===== src/rtl/dataout_buf.sv =====
// Output-side frame buffer: captures DEPTH result words, then streams them out with valid/ready.
// Optional registered even parity on out_data when DATAOUT_PARITY_EN is defined.
module dataout_buf #(
    parameter int WIDTH = 20,
    parameter int DEPTH = 30,
    parameter int AW    = 5
) (
    input  logic             clk,
    input  logic             RST,
    input  logic             wr_valid,
    input  logic [WIDTH-1:0] wr_data,
    output logic             wr_ready,
    output logic             out_valid,
    input  logic             out_ready,
    output logic [WIDTH-1:0] out_data,
    output logic             out_last,
    output logic             out_parity,
    output logic             done
);

    typedef enum logic [1:0] {FILL, LOAD, DRAIN} state_t;

    localparam logic [AW-1:0] LAST = AW'(DEPTH - 1);

    state_t           state_q, state_d;
    logic [AW-1:0]    wptr_q, wptr_d;
    logic [AW-1:0]    rptr_q, rptr_d;
    logic             out_valid_d;
    logic             out_last_d;
    logic             done_d;
    logic [WIDTH-1:0] out_data_d;
    logic             wr_en;
    logic             hs;

    logic [WIDTH-1:0] mem [DEPTH];

    assign wr_ready = (state_q == FILL);
    assign wr_en    = wr_ready && wr_valid;
    assign hs       = out_valid && out_ready;

    // Storage is deliberately not reset; only pointers and outputs are.
    always_ff @(posedge clk) begin
        if (wr_en) begin
            mem[wptr_q] <= wr_data;
        end
    end

    always_comb begin
        state_d     = state_q;
        wptr_d      = wptr_q;
        rptr_d      = rptr_q;
        out_valid_d = out_valid;
        out_data_d  = out_data;
        out_last_d  = out_last;
        done_d      = 1'b0;
        unique case (state_q)
            FILL: begin
                if (wr_en) begin
                    if (wptr_q == LAST) begin
                        wptr_d  = '0;
                        state_d = LOAD;
                    end else begin
                        wptr_d = wptr_q + 1'b1;
                    end
                end
            end
            LOAD: begin
                out_data_d  = mem[0];
                out_valid_d = 1'b1;
                out_last_d  = (DEPTH == 1);
                rptr_d      = (DEPTH == 1) ? '0 : AW'(1);
                state_d     = DRAIN;
            end
            DRAIN: begin
                if (hs) begin
                    if (out_last) begin
                        out_valid_d = 1'b0;
                        out_last_d  = 1'b0;
                        rptr_d      = '0;
                        done_d      = 1'b1;
                        state_d     = FILL;
                    end else begin
                        out_data_d = mem[rptr_q];
                        out_last_d = (rptr_q == LAST);
                        rptr_d     = (rptr_q == LAST) ? '0 : rptr_q + 1'b1;
                    end
                end
            end
            default: state_d = FILL;
        endcase
    end

    always_ff @(posedge clk or negedge RST) begin
        if (!RST) begin
            state_q   <= FILL;
            wptr_q    <= '0;
            rptr_q    <= '0;
            out_valid <= 1'b0;
            out_data  <= '0;
            out_last  <= 1'b0;
            done      <= 1'b0;
        end else begin
            state_q   <= state_d;
            wptr_q    <= wptr_d;
            rptr_q    <= rptr_d;
            out_valid <= out_valid_d;
            out_data  <= out_data_d;
            out_last  <= out_last_d;
            done      <= done_d;
        end
    end

`ifdef DATAOUT_PARITY_EN
    // Parity tracks out_data_d, so it holds automatically whenever out_data holds.
    logic parity_q;
    always_ff @(posedge clk or negedge RST) begin
        if (!RST) begin
            parity_q <= 1'b0;
        end else begin
            parity_q <= ^out_data_d;
        end
    end
    assign out_parity = parity_q;
`else
    assign out_parity = 1'b0;
`endif

endmodule


===== config.mk =====
export PLATFORM = sky130hd
export DESIGN_NAME = dataout_buf
export DESIGN_NICKNAME = d
export VERILOG_FILES = /design/src/rtl/dataout_buf.sv
export SDC_FILE = /design/constraint.sdc
export NUM_CORES = 1
export LEC_CHECK = 0
export CORE_MARGIN = 5
export CORE_UTILIZATION = 40
export DETAILED_ROUTE_END_ITERATION = 10
export PLACE_DENSITY = 0.54
export SLEW_MARGIN = 20
export SYNTH_ARGS = -nofsm -noshare
export SYNTH_HDL_FRONTEND = slang
export SYNTH_SLANG_ARGS = --single-unit

===== constraint.sdc =====
create_clock -name clk -period 7.8 [get_ports clk]
set_input_delay 1.56 -clock clk [delete_from_list [all_inputs] [get_ports clk]]
set_output_delay 1.56 -clock clk [all_outputs]
set_load 0.05 [all_outputs]

==> reports/qor.txt <==
Leakage: 8.736 nW
Tcrit/Tclk final: 53.79%
CTS buffer count: 67
Multi-input gate area: 5769 sq um
Async S/R FF share, synth: 5.512%
RSZ-0062 raised after global routing: no
Critical Path Source: state_q[1]$_DFFE_PN0P_
CTS tree: yes
Routed met2 length: 30250 um
Fmax: 238.3 MHz
flop2flop setup slack: 4.36 ns
CP Max Fanout: 11
Die Y: 260.1 um
share of cells above drive strength 1: 18.49%
root buf cell: clkbuf_16
Setup Buffers After CTS: 0
final WL: 64170 um
min-delay worst type: reg2reg
Required @ worst endpoint: 6.24 ns
crit path DAT: 2.64 ns
Worst-Skew Late Latency: 0.60 ns
sequential fraction of the synthesis area: 75.52%
Yosys reg bits: 635
core area: 61830 sq um
initial antenna violation count: 0
Max Slew Vio Count: 0
post-route design area: 28670 sq um
vias in the first global route: 13150
RD Place Congestion: 0.8227
cell count after synthesis: 1356
DR vias/cell: 5.595
hold path startpoint: out_data[9]$_DFFE_PN0P_
routed length per instance: 27.53 um
CP Class: reg2out
EDFF count, synth: 600
Detailed Routing Iterations Pass 1: 7
Post-Synthesis Cell Area: 25020 sq um
final hold vios: 0
pwr dens: 238.9 nW/um^2
H-tree depth: 3
Starting Density: 40.47%
Syn Nets: 1386
crit path time final: 4.196 ns
P&R area growth vs syn: 14.60%
IO Pins: 49
Syn Area/Cell: 18.45 sq um
Placed Instance Area: 26540 sq um
Setup violations, final: 0
Net Sw Power: 0.001324 W
Hold Slack: 0.5909 ns
setup tns final: 0 ns
largest net degree at the start of global routing: 88
worst slew pin tran: 1.151 ns
HPWL Detailed: 39040 um
top routing layer in use: met4
post-cts sizing count: 0
Worst slew margin: 23.28%
most used flip-flop cell after synthesis: edfxtp_1
clock-pin transition on the worst setup and hold timing paths: 0.06 ns
IO buf count: 47
DIE AREA: 67650 sq um
Max-Cap Viols: 0
die extent in x: 260.1 um
hold buffer count at CTS: 0
fill count: 5218
DRC violations left: 0
total track usage: 19.03%
routed wl met3: 4199 um
Reg area: 18900 sq um
Nets: 1474
combinational share of power: 1.2%
CP Launch Type: flop
via count: 13040
Clock Tree Buf Depth: 3
status: complete, no violations
first-pass GRT wire length: 93070 um
Peak supply drop: 0.1451 mV
FP Rows: 91
synth unique cells: 55
Power Internal: 0.005527 W
clock sink total: 635
synth warn: 0
Final ANT Viol Nets: 0
M1 WL: 28380 um
initial DRC count: 1420
Sw Share: 19.33%
CP endpoint kind: output port
Clk pwr share: 44.4%
reg2reg start: state_q[1]$_DFFE_PN0P_
Worst Skew: 0.02058 ns
part of the power in registers: 54.4%
GRT overflow: 0
-- metrics by stage --
stage	total power (W)	util, %	setup slack [ns]	std cells
floorplan	0.003802	-	4.437	1356
global placement	0.003880	42.88	3.480	2212
detailed placement	0.003882	42.92	3.507	2212
CTS	0.006921	46.31	3.591	2330
global route	0.007068	46.37	3.589	2330
finish	0.006851	46.38	3.604	2331
-- layer usage --
layer / GRT usage (%) / up-vias
met5: 0 / -
met4: 4.491 / 0
met3: 4.126 / 93
met2: 29.92 / 429
met1: 27.50 / 6876
li1: - / 5645
-- worst max-delay path, stage by stage, from the launching register on --
cell and delay, ns:
dfrtp_1 0.51, nor2_1 0.60, clkdlybuf4s50_1 0.93
-- sequential cells by signal (all words and copies together), names as in the netlist --
name,cells
mem,600
out_data,20
rptr_q,5
wptr_q,5
state_q,2
done,1
out_last,1
out_valid,1
-- cells in the final DEF (no fill, tap or decap), types with 9 or more instances in the layout --
cell type        synthesis  final
edfxtp_1               600    600
mux2i_1                122    122
nand2_1                 92     92
mux4_2                  79     79
clkbuf_16                0     71
buf_4                    9     48
clkdlybuf4s50_1          0     45
nor2_1                  69     39
nand3_1                 33     33
a22oi_1                 32     32
dfrtp_1                 35     31
o22ai_1                 24     24
o21ai_0                 21     21
and3_1                  20     20
nor2_2                   1     18
clkbuf_1                25     17
nand4_1                 15     15
nor2_4                   0     13
a21oi_1                 13     13
mux2_2                  13     13
nor4_1                  13     13
o22a_1                  11     11
clkinv_1                 0     10
a211oi_1                 9      9
-- layout make-up --
| class | count | share of cell area (%) |
|---|---|---|
| sequential | 635 | 65.92 |
| antenna | 1 | 0.008728 |
| clock inverter | 24 | 0.5935 |
| timing repair buffer | 96 | 2.932 |
| multi-input combinational | 639 | 20.12 |
| inverter | 5 | 0.06546 |
| tap | 837 | 3.652 |
| clock buffer | 94 | 6.707 |
-- Yosys cell counts (all sizes together) (13+ instances only) --
master | count | area share [%]
nor2 | 70 | 1.1
buf | 52 | 1.6
o21ai | 22 | 0.46
o22ai | 24 | 0.60
edfxtp | 600 | 72
mux4 | 84 | 7.6
dfrtp | 35 | 3.5
clkbuf | 25 | 0.38
mux2 | 13 | 0.59
nand4 | 15 | 0.38
a21oi | 13 | 0.26
nand3 | 34 | 0.70
mux2i | 122 | 4.9
and3 | 20 | 0.50
nor4 | 13 | 0.33
a22oi | 32 | 0.96
nand2 | 92 | 1.4
-- power groups by stage --
stage            logic, W  registers [W]  clock network [W]
2_1_floorplan  0.00000147        0.00380                  0
3_3_place_gp    0.0000807        0.00380                  0
3_5_place_dp    0.0000830        0.00380                  0
4_1_cts         0.0000830        0.00373            0.00311
5_1_grt         0.0000872        0.00372            0.00326
6_report        0.0000808        0.00373            0.00304
-- worst paths after layout --
check	endpoint	depth (start not counted)
min reg2reg	out_data[9]$_DFFE_PN0P_	2
max reg2reg	mem[4][15]$_DFFE_PP_	5
min	out_data[9]$_DFFE_PN0P_	2
max in group asynchronous	rptr_q[0]$_DFFE_PN0P_	1
min in group asynchronous	out_data[3]$_DFFE_PN0P_	1
max	wr_ready	2
-- kinds of logic (layout without fill, tap and decap cells) --
group	count (synthesis)	after routing	synth area share, %
other	1	2	0.01499
and+or+nand+nor	274	274	5.171
buffers and inverters	82	219	2.015
adders and majority gates	6	6	0.3001
xor gates and xnor gates	2	2	0.07003
DFF	635	635	75.52
muxes	219	219	13.10
AOI/OAI and AO/OA	137	137	3.811
Note: power is estimated with default switching activity, not from simulation.
